## src/rtl/dmem_port_arbiter.sv

```systemverilog
// Shares the single Data_Memory port between the core MEM stage and a burst DMA
// engine. The core normally wins, but it can hold off an eligible DMA beat for
// at most STARVE_LIMIT consecutive grants.
module dmem_port_arbiter #(
  parameter int STARVE_LIMIT = 4
) (
  input  logic        clk,
  input  logic        reset,
  input  logic        cpu_rd,
  input  logic        cpu_wr,
  input  logic [63:0] cpu_addr,
  input  logic [63:0] cpu_wdata,
  output logic [63:0] cpu_rdata,
  output logic        cpu_stall,
  input  logic        dma_start,
  input  logic        dma_we,
  input  logic [63:0] dma_base,
  input  logic [4:0]  dma_len,
  output logic        dma_busy,
  input  logic [63:0] dma_wdata,
  input  logic        dma_wvalid,
  output logic        dma_wready,
  output logic [63:0] dma_rdata,
  output logic        dma_rvalid,
  output logic        dma_done,
  output logic        mem_rd,
  output logic        mem_wr,
  output logic [63:0] mem_addr,
  output logic [63:0] mem_wdata,
  input  logic [63:0] mem_rdata
);

  localparam int SW = $clog2(STARVE_LIMIT + 2);
  localparam logic [SW-1:0] STARVE_MAX = SW'(STARVE_LIMIT);

  typedef enum logic [1:0] {IDLE, BURST, DONE} state_t;

  state_t        state_reg, state_next;
  logic [SW-1:0] starve_reg, starve_next;
  logic [63:0]   addr_reg, addr_next;
  logic [4:0]    remain_reg, remain_next;
  logic          we_reg, we_next;
  logic [63:0]   rdata_reg;
  logic          rvalid_reg;

  logic [4:0] len_clamped;
  logic       cpu_req;
  logic       dma_elig;
  logic       dma_grant;

  assign cpu_req     = cpu_rd | cpu_wr;
  assign len_clamped = (dma_len > 5'd16) ? 5'd16 : dma_len;
  // A write beat only competes for the port once its data is actually present.
  assign dma_elig    = (state_reg == BURST) && (!we_reg || dma_wvalid);
  assign dma_grant   = dma_elig && (!cpu_req || (starve_reg == STARVE_MAX));

  always_comb begin
    state_next  = state_reg;
    starve_next = starve_reg;
    addr_next   = addr_reg;
    remain_next = remain_reg;
    we_next     = we_reg;
    case (state_reg)
      IDLE: begin
        starve_next = '0;
        if (dma_start) begin
          addr_next   = dma_base;
          remain_next = len_clamped;
          we_next     = dma_we;
          state_next  = (len_clamped == 5'd0) ? DONE : BURST;
        end
      end
      BURST: begin
        if (dma_grant) begin
          starve_next = '0;
          addr_next   = addr_reg + 64'd8;
          remain_next = remain_reg - 5'd1;
          if (remain_reg == 5'd1) begin
            state_next = DONE;
          end
        end else if (dma_elig && (starve_reg != STARVE_MAX)) begin
          starve_next = starve_reg + SW'(1);
        end
      end
      DONE:    state_next = IDLE;
      default: state_next = IDLE;
    endcase
  end

  // The port stays quiet while reset is low so an aborted burst cannot write.
  always_comb begin
    mem_rd    = 1'b0;
    mem_wr    = 1'b0;
    mem_addr  = cpu_addr;
    mem_wdata = cpu_wdata;
    if (dma_grant) begin
      mem_rd    = !we_reg;
      mem_wr    = we_reg;
      mem_addr  = addr_reg;
      mem_wdata = dma_wdata;
    end else if (reset) begin
      mem_rd = cpu_rd;
      mem_wr = cpu_wr;
    end
  end

  always_ff @(posedge clk or negedge reset) begin
    if (!reset) begin
      state_reg  <= IDLE;
      starve_reg <= '0;
      addr_reg   <= '0;
      remain_reg <= '0;
      we_reg     <= 1'b0;
      rdata_reg  <= '0;
      rvalid_reg <= 1'b0;
    end else begin
      state_reg  <= state_next;
      starve_reg <= starve_next;
      addr_reg   <= addr_next;
      remain_reg <= remain_next;
      we_reg     <= we_next;
      rvalid_reg <= dma_grant && !we_reg;
      if (dma_grant && !we_reg) begin
        rdata_reg <= mem_rdata;
      end
    end
  end

  assign cpu_rdata  = mem_rdata;
  assign cpu_stall  = cpu_req && dma_grant;
  assign dma_wready = dma_grant && we_reg;
  assign dma_busy   = (state_reg != IDLE);
  assign dma_done   = (state_reg == DONE);
  assign dma_rdata  = rdata_reg;
  assign dma_rvalid = rvalid_reg;

endmodule

```

## config.mk

```make
export PLATFORM = sky130hd
export DESIGN_NAME = dmem_port_arbiter
export DESIGN_NICKNAME = d
export VERILOG_FILES = /design/src/rtl/dmem_port_arbiter.sv
export SDC_FILE = /design/constraint.sdc
export NUM_CORES = 1
export LEC_CHECK = 0
export BUFFER_PORTS_ARGS = -buffer_cell sky130_fd_sc_hd__buf_4
export CAP_MARGIN = 20
export CORE_AREA = 2 2 231 233
export CTS_CLUSTER_SIZE = 40
export DETAILED_ROUTE_END_ITERATION = 7
export DIE_AREA = 0 0 233 235
export PLACE_DENSITY = 0.37
export SETUP_SLACK_MARGIN = 0.2
export SYNTH_ARGS = -nofsm -noshare
export SYNTH_HDL_FRONTEND = slang
export SYNTH_SLANG_ARGS = --single-unit
```

## constraint.sdc

```tcl
create_clock -name clk -period 5.4 [get_ports clk]
set_input_delay 0 -clock clk [delete_from_list [all_inputs] [get_ports clk]]
set_output_delay 0 -clock clk [all_outputs]
set_load 0.005 [all_outputs]
```

==> load_flow_metrics.sql, run 1 <==
INSERT INTO impl_metrics (metric_group, metric, value, unit) VALUES
('outcome', 'outcome', 'finished, final reports clean', ''),
('worst_setup_path', 'critical_path_depth', '6', ''),
('timing', 'slew_headroom', '39.82', '%'),
('clock_tree', 'post-cts-setup-buffer-count', '0', ''),
('floorplanning', 'row_count', '84', ''),
('floorplanning', 'die-area', '54760', 'um2'),
('finish', 'layout-drive-gt1-share', '38.62', '%'),
('place', 'placement.io_buffers', '594', ''),
('worst_setup_path', 'cp.required', '5700', 'ps'),
('power_and_ir_drop', 'tot_pwr', '6970', 'uW'),
('worst_setup_path', 'path_class', 'flip-flop to flip-flop', ''),
('worst_setup_path', 'critical_path.slowest_cell', 'sky130_fd_sc_hd__nor2b_4', ''),
('timing', 'layout_worst_path_cycle_share', '60.04', '%'),
('synthesis', 'synth.yosys.warnings', '0', ''),
('worst_setup_path', 'path_buf_inv', '2', ''),
('worst_setup_path', 'chain_of_cells_forming_the_critical_path', 'nor2b_4 -> buf_4 -> nor2_1 -> a21oi_1 -> dlygate4sd3_1 -> a21oi_1', ''),
('worst_setup_path', 'crit-reg2reg-capture', 'remain_reg[3]$_DFFE_PN0P_', ''),
('synthesis', 'post_synth_mux_area_share', '8.370', '%'),
('global_routing', 'number_of_antenna_violations_at_the_first_check_in_global_routing', '5', ''),
('clock_tree', 'clk_pin_slew_worst_paths', '70', 'ps'),
('global_routing', 'grt_start_max_net_pins', '130', ''),
('timing', 'final_period_minus_worst_setup_slack', '3242', 'ps'),
('synthesis', 'synth.cell_area', '9612', 'um2'),
('clock_tree', 'clock_path_buffers', '2', ''),
('job', 'max-cap-violations', '0', ''),
('power_and_ir_drop', 'power.density_cell_area', '428.8', 'nW/um2'),
('clock_tree', 'cts_tree', 'done', ''),
('global_routing', 'grt_pass1_wl', '71520', 'um'),
('route', 'routed_wl', '48830', 'um'),
('timing', 'fin_worst_skew', '12.92', 'ps'),
('finish', 'synthToLayoutAreaGrowth', '69.10', '%'),
('synthesis', 'fraction_of_synthesis_flops_using_an_asynchronous_set_or_reset_pin', '100.0', '%'),
('route', 'detailroute.via_count', '11330', ''),
('worst_setup_path', 'timing.critical_path.from', 'state_reg[0]$_DFFE_PN0P_', ''),
('synthesis', 'post-synth-top-area-fraction', '36.45', '%'),
('route', 'via_per_inst', '4.399', ''),
('worst_setup_path', 'r2r-start', 'state_reg[0]$_DFFE_PN0P_', ''),
('route', 'avgRoutedWirePerCell', '18.96', 'um'),
('synthesis', 'synth.area.top_cells', 'sky130_fd_sc_hd__dfrtp_1, sky130_fd_sc_hd__nand2_1, sky130_fd_sc_hd__mux2_2', ''),
('clock_tree', 'root_buffer_master', 'sky130_fd_sc_hd__clkbuf_16', ''),
('worst_setup_path', 'endpoint_kind', 'flip-flop', ''),
('clock_tree', 'ctsHoldBuffers', '138', ''),
('worst_setup_path', 'crit_arrival', '3540', 'ps'),
('global_routing', 'grt_overflow_total', '0', ''),
('finish', 'seqCellArea', '3503', 'um2'),
('timing', 'grt_setup_unrepaired', 'false', ''),
('power_and_ir_drop', 'leakagePower', '0.007784', 'uW'),
('worst_setup_path', 'worstRegToRegCells', '6', ''),
('route', 'drt_first_pass_iters', '5', ''),
('finish', 'multi_input_area', '5279', 'um2'),
('synthesis', 'syn_nets', '1598', ''),
('synthesis', 'synthesis.instances', '1261', ''),
('clock_tree', 'clkLatencyLatePin', '440', 'ps'),
('timing', 'tightest_slew', '902.7', 'ps'),
('worst_setup_path', 'path_common_cell', 'sky130_fd_sc_hd__a21oi_1', ''),
('synthesis', 'yosysSeqAreaShare', '36.45', '%'),
('clock_tree', 'htreeDepth', '4', ''),
('synthesis', 'post_synth_and_or_nand_nor_area_fraction', '32.74', '%'),
('synthesis', 'yosys.area_share.xor_xnor', '0', '%'),
('synthesis', 'post_synth_fa_ha_maj_area_fraction', '0.6509', '%'),
('worst_setup_path', 'critPathMaxFanout', '69', ''),
('global_routing', 'first_global_vias', '11320', ''),
('synthesis', 'top_flip_flop_cell_by_instance_count_after_synthesis', 'sky130_fd_sc_hd__dfrtp_1', ''),
('place', 'gp_congestion', '0.8095', ''),
('worst_setup_path', 'critPathLaunchType', 'flip-flop', ''),
('place', 'post-place-ws', '2495', 'ps'),
('clock_tree', 'numClockSinks', '140', ''),
('timing', 'timing_max_transition_violations_final', '0', ''),
('synthesis', 'main_combinational_cell_family_by_area_after_synthesis', 'simple AND/OR/NAND/NOR gates', ''),
('finish', 'net_count_final', '2209', ''),
('clock_tree', 'cts_buffers', '17', '');
## cell families (layout without fill, tap and decap cells)
| group | count (synthesis) | in the layout |
|---|---|---|
| and+or+nand+nor | 694 | 694 |
| AOI/OAI and AO/OA | 187 | 187 |
| buffers and inverters | 163 | 787 |
| DFF | 140 | 140 |
| muxes | 72 | 72 |
| adders and majority gates | 5 | 5 |
| other | 0 | 3 |
## power breakdown
group | internal, uW | leakage [uW] | switching [uW]
Sequential | 1530 | 0.00162 | 490
Combinational | 1790 | 0.00587 | 1920
Clock | 697 | 0.000296 | 548
Total | 4010 | 0.00778 | 2960
## per-layer routing
layer,wire length (um),GRT usage [%]
met4,853,4.960
met3,3097,3.532
met5,27,0
met2,24040,29.79
met1,20810,21.40
## cell type report
cell class              instances  share of cell area, %
well taps                     688                  5.296
clock inverters                15                  1.062
repair buffers                745                  36.71
flip-flops and latches        140                  21.56
multi-input cells             958                  32.48
inverters                      10                 0.2309
diodes                          3                0.04619
clock buffers                  17                  2.617
## worst min path at each step
| stage | from | end | slack, ps | cells past startpoint |
|---|---|---|---|---|
| finish | dma_len[1] | remain_reg[1]$_DFFE_PN0P_ | 60 | 4 |
| global route | dma_base[39] | addr_reg[39]$_DFFE_PN0P_ | 80 | 4 |
| CTS | dma_base[39] | addr_reg[39]$_DFFE_PN0P_ | 30 | 4 |
| detailed placement | reset | addr_reg[26]$_DFFE_PN0P_ | 150 | 1 |
| global placement | reset | addr_reg[26]$_DFFE_PN0P_ | 160 | 1 |
| floorplan | reset | addr_reg[0]$_DFFE_PN0P_ | -300 | 0 |
## synthesized netlist by cell type, drive strengths merged (12+ instances only)
cell / instances
a31oi: 12
clkbuf: 48
and3: 13
nor2: 56
nand2: 439
o21ai: 41
buf: 105
mux2: 67
nor4: 28
nand3: 51
nor3: 22
dfrtp: 140
a21oi: 58
o22a: 13
nand4: 34
## stage by stage
step	utilization [%]	cell area (um2)	std cells	hold WS, ps
after floorplan	-	9612	1261	-295.6
after global placement	27.27	14250	2402	155.8
after detailed placement	27.27	14250	2402	149.6
after CTS	31.06	16230	2572	25.75
after global routing	31.11	16250	2575	76.73
final	31.12	16250	2576	56.22
## cells in the final DEF (no fill, tap or decap), types with 10 or more instances in the layout
master and count:
sky130_fd_sc_hd__buf_4 604, sky130_fd_sc_hd__nand2_1 439, sky130_fd_sc_hd__dfrtp_1 140, sky130_fd_sc_hd__dlygate4sd3_1 138, sky130_fd_sc_hd__mux2_2 65, sky130_fd_sc_hd__a21oi_1 58, sky130_fd_sc_hd__nor2_1 55, sky130_fd_sc_hd__nand3_1 49
sky130_fd_sc_hd__o21ai_0 41, sky130_fd_sc_hd__nand4_1 31, sky130_fd_sc_hd__nor4_1 24, sky130_fd_sc_hd__nor3_1 20, sky130_fd_sc_hd__clkbuf_16 17, sky130_fd_sc_hd__and3_1 13, sky130_fd_sc_hd__o22a_1 13, sky130_fd_sc_hd__a31oi_1 11
sky130_fd_sc_hd__inv_1 10, sky130_fd_sc_hd__or4_1 10, sky130_fd_sc_hd__o22ai_1 10
## tightest hold or removal path: cells and delay by family
family,cells,cell delay (ps)
AOI/OAI and AO/OA,2,170
buffers and inverters,1,80
and+or+nand+nor,1,210
(Power assumes the default switching activity.)
==> run 2: changes to the inputs <==
- CORE_AREA: 2 2 231 233 -> 2 2 234 236
- DIE_AREA: 0 0 233 235 -> 0 0 236 238
- PLACE_DENSITY: 0.37 -> 0.36
- clock period: 5.4 -> 3 ns (I/O delays scaled with it)
==> load_flow_metrics.sql, run 2 (same netlist as run 1, synthesis figures left out) <==
INSERT INTO impl_metrics (metric_group, metric, value, unit) VALUES
('worst_setup_path', 'worst_path_dominant_cell_family', 'buffers and inverters', ''),
('global_routing', 'grt_overflow_total', '0', ''),
('global_routing', 'global_route.usage.met1', '22.69', '%'),
('finish', 'layout.cells.most_common', 'sky130_fd_sc_hd__buf_4', ''),
('timing', 'tightest_slew', '713.7', 'ps'),
('timing', 'hold_viol_final', '0', ''),
('timing', 'layout_worst_path_cycle_share', '89.10', '%'),
('outcome', 'outcome', 'finished, final reports clean', ''),
('power_and_ir_drop', 'irDropWorstVdd', '0.4083', 'mV'),
('finish', 'multi_input_area', '5279', 'um2'),
('clock_tree', 'htreeDepth', '4', ''),
('floorplanning', 'die_width', '236', 'um'),
('timing', 'grt_setup_unrepaired', 'true', ''),
('place', 'placement.io_buffers', '594', ''),
('place', 'gp_congestion', '0.7880', ''),
('floorplanning', 'die_y', '238', 'um'),
('clock_tree', 'numClockSinks', '140', ''),
('floorplanning', 'num_io_pins', '595', ''),
('route', 'via_per_inst', '4.402', ''),
('route', 'detailroute.via_count', '11470', ''),
('global_routing', 'first_global_vias', '11710', ''),
('route', 'detail_route.drc_violations', '0', ''),
('timing', 'slew_headroom', '51.98', '%'),
('global_routing', 'global_route.usage.met2', '30.24', '%'),
('finish', 'seqCellArea', '3503', 'um2'),
('worst_setup_path', 'critical_path.slowest_cell', 'sky130_fd_sc_hd__dfrtp_1', ''),
('global_routing', 'met3_usage', '3.841', '%'),
('power_and_ir_drop', 'leakagePower', '0.007923', 'uW'),
('timing', 'timing_max_transition_violations_final', '0', ''),
('route', 'antenna_violating_nets_post_route', '0', ''),
('clock_tree', 'root_buffer_master', 'sky130_fd_sc_hd__clkbuf_16', ''),
('route', 'drt_first_pass_iters', '5', ''),
('worst_setup_path', 'critical_path.max_stage_delay', '410', 'ps'),
('power_and_ir_drop', 'power.density_cell_area', '787.3', 'nW/um2'),
('timing', 'fin_worst_hold_slack', '27.53', 'ps'),
('global_routing', 'global_route.peak_usage_layer', 'met2', ''),
('floorplanning', 'initial_utilization', '17.97', '%'),
('route', 'drt-initial-drc-count', '544', ''),
('clock_tree', 'cts_tree', 'done', ''),
('clock_tree', 'clk_pin_slew_worst_paths', '70', 'ps'),
('clock_tree', 'post-cts-setup-buffer-count', '0', ''),
('finish', 'synthToLayoutAreaGrowth', '72.06', '%'),
('worst_setup_path', 'path_buf_inv', '4', ''),
('floorplanning', 'core', '53500', 'um2'),
('timing', 'totalNegativeSetupSlack', '0', 'ps'),
('worst_setup_path', 'cp.required', '3000', 'ps'),
('finish', 'layout-drive-gt1-share', '39.32', '%'),
('worst_setup_path', 'chain_of_cells_forming_the_critical_path', 'inv_1 -> ha_1 -> o2bb2ai_1 -> nand3_4 -> buf_12 -> buf_12 -> nand2_1 -> nand2_1 -> buf_4', ''),
('floorplanning', 'die-area', '56170', 'um2'),
('finish', 'number_of_inserted_filler_cells_in_the_final_layout', '5800', ''),
('route', 'routed_wl', '51320', 'um'),
('worst_setup_path', 'endpoint_kind', 'primary output', ''),
('global_routing', 'grt_pass1_wl', '75820', 'um'),
('clock_tree', 'clkLatencyLatePin', '460', 'ps'),
('clock_tree', 'cts_buffers', '17', ''),
('place', 'dpl.hpwl', '39610', 'um'),
('timing', 'number_of_failing_setup_endpoints_in_the_final_timing_report', '0', ''),
('finish', 'net_count_final', '2229', ''),
('worst_setup_path', 'critPathMaxFanout', '47', ''),
('job', 'max-cap-violations', '0', ''),
('timing', 'max_freq', '374.1', 'MHz'),
('route', 'avgRoutedWirePerCell', '19.70', 'um'),
('floorplanning', 'row_count', '85', ''),
('global_routing', 'number_of_antenna_violations_at_the_first_check_in_global_routing', '7', ''),
('worst_setup_path', 'path_class', 'flip-flop to primary output', ''),
('global_routing', 'grt_start_max_net_pins', '94', ''),
('global_routing', 'grt_use_total', '17.62', '%'),
('worst_setup_path', 'critPathLaunchType', 'flip-flop', ''),
('worst_hold_path', 'hold_path_class', 'primary input to flip-flop', ''),
('worst_setup_path', 'crit_arrival', '2670', 'ps'),
('clock_tree', 'clock_path_buffers', '2', ''),
('timing', 'final_period_minus_worst_setup_slack', '2673', 'ps'),
('timing', 'fin_worst_skew', '20.33', 'ps'),
('finish', 'mostFrequentLayoutCells', 'sky130_fd_sc_hd__buf_4, sky130_fd_sc_hd__nand2_1, sky130_fd_sc_hd__dfrtp_1', '');
==> run 2: cell count changes in the layout (fill, tap and decap cells not counted), moves of 2 or more <==
cell,delta
sky130_fd_sc_hd__buf_12,+5
sky130_fd_sc_hd__buf_4,+15
sky130_fd_sc_hd__bufinv_16,+3
sky130_fd_sc_hd__clkinv_4,-2
sky130_fd_sc_hd__clkinvlp_4,+2
sky130_fd_sc_hd__inv_6,-2
==> run 2: per-stage QoR <==
stage / instance area [um2] / util (%) / instances / setup slack (ps) / total power [uW]
final: 16540 / 30.92 / 2605 / 326.9 / 13020
after CTS: 16520 / 30.89 / 2601 / 272.5 / 13210
after global placement: 14500 / 27.10 / 2432 / 595.9 / 10470
after floorplan: 9612 / - / 1261 / 997.5 / 6919
after detailed placement: 14500 / 27.10 / 2432 / 581.5 / 10500
after global routing: 16530 / 30.91 / 2603 / 175.6 / 14020
==> run 2: path summary, 6_finish.rpt <==
kind | start | end | slack [ps] | cells past startpoint
setup / recovery | starve_reg[0]$_DFFE_PN0P_ | mem_wdata[6] | 330 | 9
hold / removal | dma_base[39] | addr_reg[39]$_DFFE_PN0P_ | 30 | 4
setup reg to reg | state_reg[1]$_DFFE_PN0P_ | remain_reg[3]$_DFFE_PN0P_ | 420 | 7
hold reg to reg | addr_reg[0]$_DFFE_PN0P_ | addr_reg[0]$_DFFE_PN0P_ | 480 | 2
max in group asynchronous | reset | addr_reg[47]$_DFFE_PN0P_ | 2080 | 3
min in group asynchronous | reset | addr_reg[35]$_DFFE_PN0P_ | 110 | 2
==> run 2: cell type report <==
type                       instances  area share (%)
antenna                            4         0.06052
sequential                       140           21.18
timing repair buffer             765           37.37
multi-input combinational        958           31.92
inverter                          10          0.2270
clock inverter                    15           1.400
tap                              696           5.266
clock buffer                      17           2.572
==> run 2: metal layers <==
metal  share of wire (%)  vias to the layer above
met2                  50                      409
met5               0.080                        -
met1                  44                     5432
li1                    -                     5580
met3                 5.6                       39
met4                 1.1                        6
==> run 2: worst register-to-register path, stage by stage, from the launching register on <==
cell                            delay, ps
sky130_fd_sc_hd__dfrtp_1              540
sky130_fd_sc_hd__nand2b_2             260
sky130_fd_sc_hd__buf_4                450
sky130_fd_sc_hd__buf_4                400
sky130_fd_sc_hd__a21oi_1               80
sky130_fd_sc_hd__a21oi_1              120
sky130_fd_sc_hd__dlygate4sd3_1        560
sky130_fd_sc_hd__a21oi_1               60
==> run 2: power by group <==
part           internal [uW]  switching (uW)
Clock                   1490             972
Sequential              2750             885
Combinational           3360            3570
==> run 2: what timing repair did <==
action                                  in CTS  in global routing
endpoints found under the setup margin       0                 39
hold buffers                               137                  0
endpoints found under the hold margin      189                  0
gates resized for setup                      0                  1
